`src/rtl/div_lut_loader.sv`:
```
// Fills the divider LUT with floor((num<<NB_FRAC)/den) for every {num, den!=0}; NB_Q+1 cycles per entry
// using a restoring shift-subtract divider. Write is held stable (valid/ready) until accepted.
module div_lut_loader #(
  parameter int NB_DATA_IN  = 8,
  parameter int NB_DATA_OUT = 8,
  parameter int NB_FRAC     = 6
) (
  input  logic                          clock,
  input  logic                          i_rst_n,
  input  logic                          i_start,
  output logic                          o_busy,
  output logic                          o_done,
  output logic                          o_wr_valid,
  input  logic                          i_wr_ready,
  output logic [2*(NB_DATA_IN-1)-1:0]   o_wr_addr,
  output logic [NB_DATA_OUT-1:0]        o_wr_data
);
  localparam int NB_MAG = NB_DATA_IN - 1;
  localparam int NB_Q   = NB_MAG + NB_FRAC;
  localparam int NB_CNT = $clog2(NB_Q);
  localparam logic [NB_CNT-1:0] CNT_LAST = NB_CNT'(NB_Q - 1);

  typedef enum logic [1:0] {IDLE, DIV, WRITE, DONE} state_t;

  state_t                  state_q;
  logic [NB_MAG-1:0]       num_q, den_q, rem_q;
  logic [NB_Q-1:0]         dvd_q;
  logic [NB_CNT-1:0]       cnt_q;
  logic                    busy_q, done_q, wr_vld_q;
  logic [2*NB_MAG-1:0]     addr_q;
  logic [NB_DATA_OUT-1:0]  data_q;

  logic [NB_MAG:0]         trial;
  logic                    fits;
  logic [NB_MAG-1:0]       rem_d;
  logic [NB_Q-1:0]         dvd_d;
  logic [NB_DATA_OUT-1:0]  sat_d;
  logic                    den_wrap, last_entry;
  logic [NB_MAG-1:0]       num_nxt, den_nxt;

  // dvd_q shifts the dividend out at the top while quotient bits enter at the bottom
  always_comb begin
    trial = {rem_q, dvd_q[NB_Q-1]};
    fits  = (trial >= {1'b0, den_q});
    rem_d = fits ? NB_MAG'(trial - {1'b0, den_q}) : trial[NB_MAG-1:0];
    dvd_d = {dvd_q[NB_Q-2:0], fits};
  end

  generate
    if (NB_Q > NB_DATA_OUT) begin : g_sat
      assign sat_d = (|dvd_d[NB_Q-1:NB_DATA_OUT]) ? '1 : dvd_d[NB_DATA_OUT-1:0];
    end else begin : g_nosat
      assign sat_d = NB_DATA_OUT'(dvd_d);
    end
  endgenerate

  assign den_wrap   = &den_q;
  assign last_entry = den_wrap && (&num_q);
  assign num_nxt    = den_wrap ? num_q + NB_MAG'(1) : num_q;
  assign den_nxt    = den_wrap ? NB_MAG'(1) : den_q + NB_MAG'(1);

  always_ff @(posedge clock or negedge i_rst_n) begin
    if (!i_rst_n) begin
      state_q  <= IDLE;
      num_q    <= '0;
      den_q    <= '0;
      rem_q    <= '0;
      dvd_q    <= '0;
      cnt_q    <= '0;
      busy_q   <= 1'b0;
      done_q   <= 1'b0;
      wr_vld_q <= 1'b0;
      addr_q   <= '0;
      data_q   <= '0;
    end else begin
      done_q <= 1'b0;
      case (state_q)
        IDLE: begin
          if (i_start) begin
            state_q <= DIV;
            busy_q  <= 1'b1;
            num_q   <= '0;
            den_q   <= NB_MAG'(1);
            dvd_q   <= '0;
            rem_q   <= '0;
            cnt_q   <= '0;
          end
        end
        DIV: begin
          rem_q <= rem_d;
          dvd_q <= dvd_d;
          cnt_q <= cnt_q + NB_CNT'(1);
          if (cnt_q == CNT_LAST) begin
            state_q  <= WRITE;
            wr_vld_q <= 1'b1;
            addr_q   <= {num_q, den_q};
            data_q   <= sat_d;
          end
        end
        WRITE: begin
          if (i_wr_ready) begin
            wr_vld_q <= 1'b0;
            if (last_entry) begin
              state_q <= DONE;
              busy_q  <= 1'b0;
              done_q  <= 1'b1;
            end else begin
              state_q <= DIV;
              num_q   <= num_nxt;
              den_q   <= den_nxt;
              dvd_q   <= {num_nxt, {NB_FRAC{1'b0}}};
              rem_q   <= '0;
              cnt_q   <= '0;
            end
          end
        end
        DONE:    state_q <= IDLE;
        default: state_q <= IDLE;
      endcase
    end
  end

  assign o_busy     = busy_q;
  assign o_done     = done_q;
  assign o_wr_valid = wr_vld_q;
  assign o_wr_addr  = addr_q;
  assign o_wr_data  = data_q;

endmodule

```
`config.mk`:
```
export PLATFORM = sky130hd
export DESIGN_NAME = div_lut_loader
export DESIGN_NICKNAME = d
export VERILOG_FILES = /design/src/rtl/div_lut_loader.sv
export SDC_FILE = /design/constraint.sdc
export NUM_CORES = 1
export LEC_CHECK = 0
export BUFFER_PORTS_ARGS = -buffer_cell sky130_fd_sc_hd__buf_2
export CAP_MARGIN = 15
export CORE_MARGIN = 8
export CORE_UTILIZATION = 30
export DETAILED_ROUTE_END_ITERATION = 12
export HOLD_SLACK_MARGIN = 0.03
export SLEW_MARGIN = 0
export SYNTH_ARGS = -nofsm -noshare
export SYNTH_HDL_FRONTEND = slang
export SYNTH_SLANG_ARGS = --single-unit
```
`constraint.sdc`:
```
create_clock -name clock -period 2.8 [get_ports clock]
set_input_delay 0.42 -clock clock [delete_from_list [all_inputs] [get_ports clock]]
set_output_delay 0.42 -clock clock [all_outputs]
set_load 0.03 [all_outputs]
```
After elaboration in Yosys (flattened, before gate mapping)
Cells that the tools add are included.
{"block": "classes", "n_addsub": 4, "eq_ne": 9, "n_mul": 0, "bitwise_logic": 0, "n_reduce_logical": 14, "muxes": 38, "n_lt_le_gt_ge": 1, "shift": 0, "n_div": 0}
{"operator": "7-bit 2-to-1 mux", "n": 11}
{"operator": "13-bit 2-to-1 mux", "n": 3}
{"operator": "13-bit case mux with 3 select lines", "n": 1}
{"operator": "7-bit case mux with 2 select lines", "n": 2}
{"operator": "7-bit case mux with 3 select lines", "n": 1}
{"operator": "7-bit by 1-bit adder with 7-bit output (second input constant)", "n": 2}
{"operator": "7-bit AND reduction", "n": 2}
{"operator": "4-bit 2-to-1 mux", "n": 3}
{"operator": "4-bit case mux with 3 select lines", "n": 1}
{"operator": "4-bit AND reduction", "n": 3}
{"operator": "2-bit inequality test (second input constant)", "n": 5}
{"operator": "8-bit by 7-bit >= comparator with 1-bit output", "n": 1}
{"operator": "1-bit 2-to-1 mux", "n": 8}
{"operator": "2-bit 2-to-1 mux", "n": 4}
{"operator": "8-bit 2-to-1 mux", "n": 1}
{"operator": "2-bit case mux with 4 select lines", "n": 1}
{"operator": "7-bit subtractor", "n": 1}
{"operator": "3-bit AND reduction", "n": 2}
{"operator": "5-bit OR reduction", "n": 1}
{"operator": "4-bit by 1-bit adder with 4-bit output (second input constant)", "n": 1}
{"operator": "2-bit equality test (second input constant)", "n": 2}
{"operator": "4-bit equality test (second input constant)", "n": 1}
{"operator": "1-bit case mux with 2 select lines", "n": 2}
{"operator": "2-bit nonzero test", "n": 2}
{"operator": "other kinds (5)", "n": 5}
{"block": "word_totals", "mem_bits_ro": 0, "memories": 0, "ram_bits": 0, "out_inout_bits": 25, "inputBits": 4, "reg_bits": 65, "word_cells": 77, "latchBits": 0}

Depth between registers and ports, before layout
Gate-level depths: netlist of run 1.
{"block": "logic_depth", "depth_word": 5, "ltp_mapped": 10, "mapped_depth_nobuf": 9}

Worst setup path after synthesis of run 1
Ideal clock, no wire load.
{"block": "synth_path", "path_type": "register to register", "from": "register dvd_q[12]", "to": "register rem_q[0]", "stages_incl_launch_ff": 11, "path_buffers": 1, "slack_ps": 497, "required_time_ps": 2726, "synth_period_minus_slack_ps": 2303, "arrival_time_ps": 2229, "setup_ps": 74, "cell_sequence": "dfrtp_1 inv_1 ha_1 inv_1 fa_1 a211oi_2 o211ai_1 a311o_1 buf_6 mux2_4 o21ai_2"}
{"block": "synth_between", "elab_chain_cells": 3, "word_cells_on_any_way": 4, "classes_between": "add/sub (1); order compare (1); mux (2)"}
{"element": "start, declared", "line": "27", "source": "logic [NB_Q-1:0] dvd_q;"}
{"element": "start signal, assigned", "line": "91", "source": "dvd_q <= dvd_d;"}
{"element": "start signal, assigned", "line": "111", "source": "dvd_q <= {num_nxt, {NB_FRAC{1'b0}}};"}
{"element": "7-bit subtractor or 8-bit by 7-bit >= comparator with 1-bit output (tied branches)", "line": "45, 44"}
{"element": "7-bit 2-to-1 mux *", "line": "45", "source": "rem_d = fits ? NB_MAG'(trial - {1'b0, den_q}) : trial[NB_MAG-1:0];"}
{"element": "7-bit case mux with 3 select lines *", "line": "77", "source": "case (state_q)"}
{"element": "end signal, assigned", "line": "90", "source": "rem_q <= rem_d;"}
{"element": "end, declared", "line": "26", "source": "logic [NB_MAG-1:0] num_q, den_q, rem_q;"}
Mark *: on every way between the ends. The rest lies on a longest branch, timed or not.
A chain may end at the register's enable or synchronous reset.

Worst setup path in the final report of run 1
{"block": "layout_path", "from": "register den_q[0]", "to": "register rem_q[0]"}
{"block": "layout_between", "elab_chain_cells": 4, "word_cells_on_any_way": 8, "classes_between": "add/sub (1); order compare (1); eq/ne (1); mux (2); reduce/logical (3)"}
{"element": "start, declared", "line": "26"}
{"element": "start signal, assigned", "line": "110", "source": "den_q <= den_nxt;"}
{"element": "branches (longest 4 deep; another with 7-bit subtractor)"}
Parallel ways; which one is timed is not known.

==> impl_results.md, run 1 <==
* Status: completed
* Synthesis-to-finish area growth at 19.3%
* Placement Setup Slack at 0.145 ns
* Tightest Pin Transition at 0.786 ns
* Grt ovf at 0
* Via count at 2794
* Final setup violation count at 0
* CORE AREA at 11200 µm²
* Fmax at 395 MHz
* Worst-path cell chain: ha_1 -> inv_1 -> fa_1 -> a211oi_2 -> o211ai_1 -> a311o_1 -> mux2_4 -> o21ai_2
* CP Buf/Inv Count at 1
* Worst Clk Skew at 0.00482 ns
* Area leader, netlist: dfrtp_1
* Most frequent cells after synthesis: 76 x nand2_1, 65 x dfrtp_1, 40 x o21ai_0
* Pwr Density at 1050 nW/µm²
* Worst setup EP type: flip-flop
* First-pass GRT wire length at 13700 µm
* Starting Density at 0.302
* Multi-input logic area at 1610 µm²
* R2R Path End: rem_q[0]
* Initial antenna violation count at 0
* CP Data Arrival Time at 2.80 ns
* Synthesized cell area at 3390 µm²
* Overall routing resource usage at 0.117
* FF/Latch Area at 1630 µm²
* Most frequent cell after synthesis: nand2_1
* Vias in the first global route at 2701
* DR pass1 iterations at 5
* Slew Limit Fails at 0
* Final min period at 2.53 ns
* Fill count at 1109
* Initial DRC count at 171
* Kind of critical path: reg2reg
* Vias/cell at 5.04
* RSZ-0062 raised after global routing: false
* Leakage at 1.96 nW
* Final cell area excluding filler cells at 4040 µm²
* Cells after synthesis at 373
* Post-Route WL at 8150 µm
* Part of the Yosys area used for sequential elements at 0.480
* Post-Place Cell Area at 3710 µm²
* Final setup TNS at 0 ns
* Antenna Violating Nets Remaining at 0
* Buffers added on ports at 28
* I/O pin total at 29
* Synth top area cells: dfrtp_1 48%, nand2_1 8.4%, o21ai_0 5.9%
* Reg2Reg Setup Slack at 0.27 ns
* HP Class: in2async
* Reg2reg start: den_q[0]
* # Post-CTS Setup Buffers at 0
* H-Tree Depth at 3
* Worst setup margin at 0.267 ns
* DRC viols at 0
* CP startpoint: den_q[0]
* Crit path launch type: flip-flop
* Syn nets at 393
* Share of the synthesized area in the top cell type at 0.480
* Worst-path fanout max at 9
* Ys async rst share at 1.00
* Post-synth EDFFs at 0
* Synth Flop Type: dfrtp_1
* Crit. path cell count at 8
* Final HPWL DP at 5890 µm
* Row cnt at 39
* Max Cap Violations at 0
* Placed cell count at 538
* Slowest-stage cell, CP: a311o_1
* Reg2reg path depth at 8
* Synth Area per Inst at 9.09 µm²
* Final worst-path cycle share at 0.905
* Ys Warns at 0
* Share of cells above drive strength 1 at 0.156
* Root Driver: clkbuf_16
* CTS max path bufs at 2
* Avg WL per Cell at 14.7 µm
* Crit-path max cell delay at 0.51 ns
* ANT cells at 0
* VDD IR max at 350 µV
* Synth cell types at 47
* Endpoints failing hold at 0
* Largest net degree at the start of global routing at 29
* Worst-Skew Late Latency at 0.33 ns
* Yosys reg bits at 65
* CTS Buf Count at 9
* Slew headroom at 0.472
* CP delay by family, top: compound AO/OA/AOI/OAI gates
* CTS Sinks at 65
* Die area at 15000 µm²
* Clk slew on worst S/H paths at 0.05 ns
* Die width at 122 µm
* Die height at 122 µm
* CTS tree: done
* GPL Wtd Cong at 0.857
* Nets@finish at 426
* Fin cells at 554
* Worst path required time at 3.06 ns
[area by class of cell]
cell class | count | area share
clock buffers | 11 | 0.0625
clock inverters | 5 | 0.0192
inverters | 21 | 0.0195
multi-input cells | 271 | 0.399
flip-flops and latches | 65 | 0.402
well taps | 143 | 0.0442
repair buffers | 38 | 0.0532
[timing repair]
item                                    CTS  global route
endpoints found under the setup margin    0             7
gates resized for setup                   0             1
hold buffers                              0             0
[power breakdown]
group	internal [W]	switching, W	leakage (nW)
clock	0.000824	0.000408	0.162
combinational	0.000731	0.00110	0.916
sequential	0.00107	0.000116	0.884
[cells by family after synthesis]
kind of cell | Yosys count | share of synthesized area
and+or+nand+nor | 152 | 0.211
AOI/OAI and AO/OA | 88 | 0.159
DFF | 65 | 0.480
buffers and inverters | 37 | 0.0461
adders and majority gates | 16 | 0.0613
xor gates and xnor gates | 8 | 0.0207
muxes | 7 | 0.0221
[cell usage in the layout (no fill, tap or decap), types with 3 or more instances in the layout]
cell type,count
nor3b_1,3
dfrtp_1,65
nand3_1,22
clkbuf_16,9
o21ai_0,40
mux2i_1,6
and3_1,3
buf_4,10
nand2_1,76
a21oi_1,22
nor3_1,3
buf_2,28
nor2b_1,5
nand4_1,4
ha_1,15
nand2b_1,3
o22a_1,7
inv_1,20
a211oi_1,3
xor2_1,7
a221oi_1,4
or3_1,3
nor4_1,4
nor2_1,19
[per-layer routing]
metal  up-vias  routed length, µm  GRT usage  part of all wire
li1       1368                  -          -                 -
met1      1346               3620      0.143              0.44
met2        67               3940      0.179              0.48
met3        13                408     0.0419             0.050
met4         0                180     0.0556             0.022
met5         -                  0          0                 0
[flip-flops by register name, indices dropped and copies added (netlist names)]
name and flops:
cnt_q 4, dvd_q 13, den_q 7, o_busy 1, o_wr_valid 1, rem_q 7
o_wr_addr 14, num_q 7, o_done 1, state_q 2, o_wr_data 8
[per-stage QoR]
| step | power (W) | utilization | hold WS (ns) |
|---|---|---|---|
| 2_1_floorplan | 0.00264 | - | 0.124 |
| 3_3_place_gp | 0.00298 | 0.330 | 0.453 |
| 3_5_place_dp | 0.00301 | 0.330 | 0.459 |
| 4_1_cts | 0.00427 | 0.360 | 0.126 |
| 5_1_grt | 0.00456 | 0.360 | 0.166 |
| 6_report | 0.00425 | 0.360 | 0.119 |
[how the worst max path moves through the flow]
| stage | endpoint | slack (ns) |
|---|---|---|
| after global placement | rem_q[0] | 0.27 |
| after detailed placement | rem_q[4] | 0.15 |
| after floorplan | rem_q[0] | 0.50 |
| after CTS | rem_q[4] | 0.11 |
| final | rem_q[0] | 0.27 |
| after global routing | rem_q[0] | 0.08 |
Power figures use the tool's default switching activity.
==> run 2: changes to the inputs <==
Settings changed: RECOVER_POWER set to 100.
==> impl_results.md, run 2 (synthesis gave the netlist of run 1 again) <==
* Status: finished with violations
* Failing checks: max-capacitance violations
* Final HPWL DP at 5890 µm (unchanged)
* Buffers added on ports at 28 (unchanged)
* First-pass GRT wire length at 13700 µm (unchanged)
* Placed cell count at 538 (unchanged)
* Die width at 122 µm (unchanged)
* Final cell area excluding filler cells at 3980 µm² (-1.5%)
* Worst-path fanout max at 9 (unchanged)
* Fmax at 395 MHz (about the same)
* Row cnt at 39 (unchanged)
* Worst-path cell chain: ha_1 -> inv_1 -> fa_1 -> a211oi_2 -> o211ai_1 -> a311o_1 -> mux2_4 -> o21ai_2
* Worst setup EP type: flip-flop
* Crit-path max cell delay at 0.51 ns (about the same)
* Initial antenna violation count at 0 (unchanged)
* I/O pin total at 29 (unchanged)
* Final worst-path cycle share at 0.905 (about the same)
* Endpoints failing hold at 0 (unchanged)
* Vias in the first global route at 2701 (unchanged)
* Most frequent cells in the layout: 76 x nand2_1, 65 x dfrtp_1, 40 x o21ai_0
* DRC viols at 0 (unchanged)
* DR pass1 iterations at 4 (-1)
* CP Data Arrival Time at 2.79 ns (about the same)
* Synthesis-to-finish area growth at 17.5%
* Placement Setup Slack at 0.145 ns (unchanged)
* Root Driver: clkbuf_16
* GPL Wtd Cong at 0.857 (unchanged)
* ANT cells at 0 (unchanged)
* Clk slew on worst S/H paths at 0.05 ns (about the same)
* Via count at 2801 (+0.25%)
* Vias/cell at 5.06 (+0.25%)
* CTS tree: done
* Antenna Violating Nets Remaining at 0 (unchanged)
* Avg WL per Cell at 14.7 µm (-0.22%)
* CTS Sinks at 65 (unchanged)
* Tightest Pin Transition at 1.49 ns (+0.708 ns)
* Fin cells at 554 (unchanged)
* Kind of critical path: reg2reg
* FF/Latch Area at 1630 µm² (unchanged)
* Commonest non-fill, non-tap cell in the layout: nand2_1
* Largest net degree at the start of global routing at 29 (unchanged)
* CTS max path bufs at 2 (unchanged)
* Worst setup margin at 0.267 ns (+0.000443 ns)
* Most Crowded Layer GR: met2
* Grt ovf at 0 (unchanged)
* Worst Clk Skew at 0.00487 ns (+0.0000575 ns)
* Die height at 122 µm (unchanged)
* RSZ-0062 raised after global routing: false
* Starting Density at 0.302 (unchanged)
* Initial DRC count at 184 (+7.6%)
* CTS Buf Count at 9 (unchanged)
* Met3 Usage GRT at 0.0419 (unchanged)
* Max Cap Violations at 1 (+1)
* Slowest-stage cell, CP: a311o_1
* Worst path required time at 3.06 ns (about the same)
* Overall routing resource usage at 0.117 (unchanged)
* Final min period at 2.53 ns (-0.000443 ns)
* Slew Limit Fails at 0 (unchanged)
* Post-Place Cell Area at 3710 µm² (unchanged)
* Final setup violation count at 0 (unchanged)
* Nets@finish at 426 (unchanged)
* Post-Route WL at 8130 µm (-0.22%)
* M2 GR Usage at 0.179 (unchanged)
* Worst-Skew Late Latency at 0.33 ns (about the same)
* Fill count at 1129 (+1.8%)
* H-Tree Depth at 3 (unchanged)
* Met1 Usage GRT at 0.143 (unchanged)
* Share of cells above drive strength 1 at 0.0803 (-0.0754)
* Pwr Density at 1060 nW/µm² (+0.76%)
* Die area at 15000 µm² (unchanged)
* Cts hold-fix bufs at 0 (unchanged)
* Utilization of the core after routing at 0.355 (-0.00535)
* Slew headroom at 0.00403 (-0.468)
* Crit path launch type: flip-flop
* HP Class: in2async
* Multi-input logic area at 1610 µm² (-0.31%)
* Max FFs per register at 14 (unchanged)
* CORE AREA at 11200 µm² (unchanged)
* Final setup TNS at 0 ns (unchanged)
* VDD IR max at 351 µV (+0.36%)
* Leakage at 1.84 nW (-6.3%)
run 2: changes by cell type in the layout (fill, tap and decap cells not counted):
cell,before,now
clkbuf_1,0,30
nand3_1,22,23
buf_2,28,2
nand3_2,1,0
clkbuf_2,0,3
buf_4,10,3
run 2: what timing repair did:
item | in CTS | in global routing
gates resized for setup | 0 | 1
endpoints found under the setup margin | 0 | 7
buffers inserted | 0 | 0
run 2: cell type report:
| cell class | instances | share of cell area |
|---|---|---|
| multi-input combinational | 271 | 0.404 |
| sequential | 65 | 0.408 |
| clock inverter | 5 | 0.0195 |
| tap | 143 | 0.0449 |
| clock buffer | 11 | 0.0634 |
| inverter | 21 | 0.0198 |
| timing repair buffer | 38 | 0.0402 |
run 2: critical path, delay by kind of cell (launching register included):
family,cells,cell delay (ns)
mux,1,0.37
flops,1,0.42
compound gates,4,1.03
buf+inv,1,0.05
fa+ha+maj,2,0.59
run 2: metal layers:
| layer | part of all wire | routed length [µm] | vias up |
|---|---|---|---|
| met3 | 0.053 | 430 | 14 |
| met2 | 0.48 | 3920 | 58 |
| li1 | - | - | 1371 |
| met1 | 0.44 | 3580 | 1358 |
| met5 | 0 | 0 | - |
| met4 | 0.024 | 195 | 0 |
run 2: worst paths after layout:
kind / start / to / slack [ns] / cells past startpoint
setup reg to reg: den_q[0] / rem_q[0] / 0.27 / 8
min in group clock: i_wr_ready / o_wr_valid / 0.45 / 4
setup / recovery: den_q[0] / rem_q[0] / 0.27 / 8
hold / removal: i_rst_n / o_done / 0.44 / 1
hold reg to reg: o_wr_addr[0] / o_wr_addr[0] / 0.47 / 2
max in group asynchronous: i_rst_n / num_q[2] / 0.82 / 2
run 2: power breakdown:
group | switching, W | internal (W)
sequential | 0.000116 | 0.00107
combinational | 0.00110 | 0.000701
clock | 0.000407 | 0.000824
total | 0.00163 | 0.00260
run 2: through the flow:
| stage | total power [W] | hold slack [ns] |
|---|---|---|
| 2_1_floorplan | 0.00264 | 0.124 |
| 4_1_cts | 0.00427 | 0.126 |
| 3_3_place_gp | 0.00298 | 0.453 |
| 3_5_place_dp | 0.00301 | 0.459 |
| 6_report | 0.00422 | 0.440 |
| 5_1_grt | 0.00453 | 0.451 |
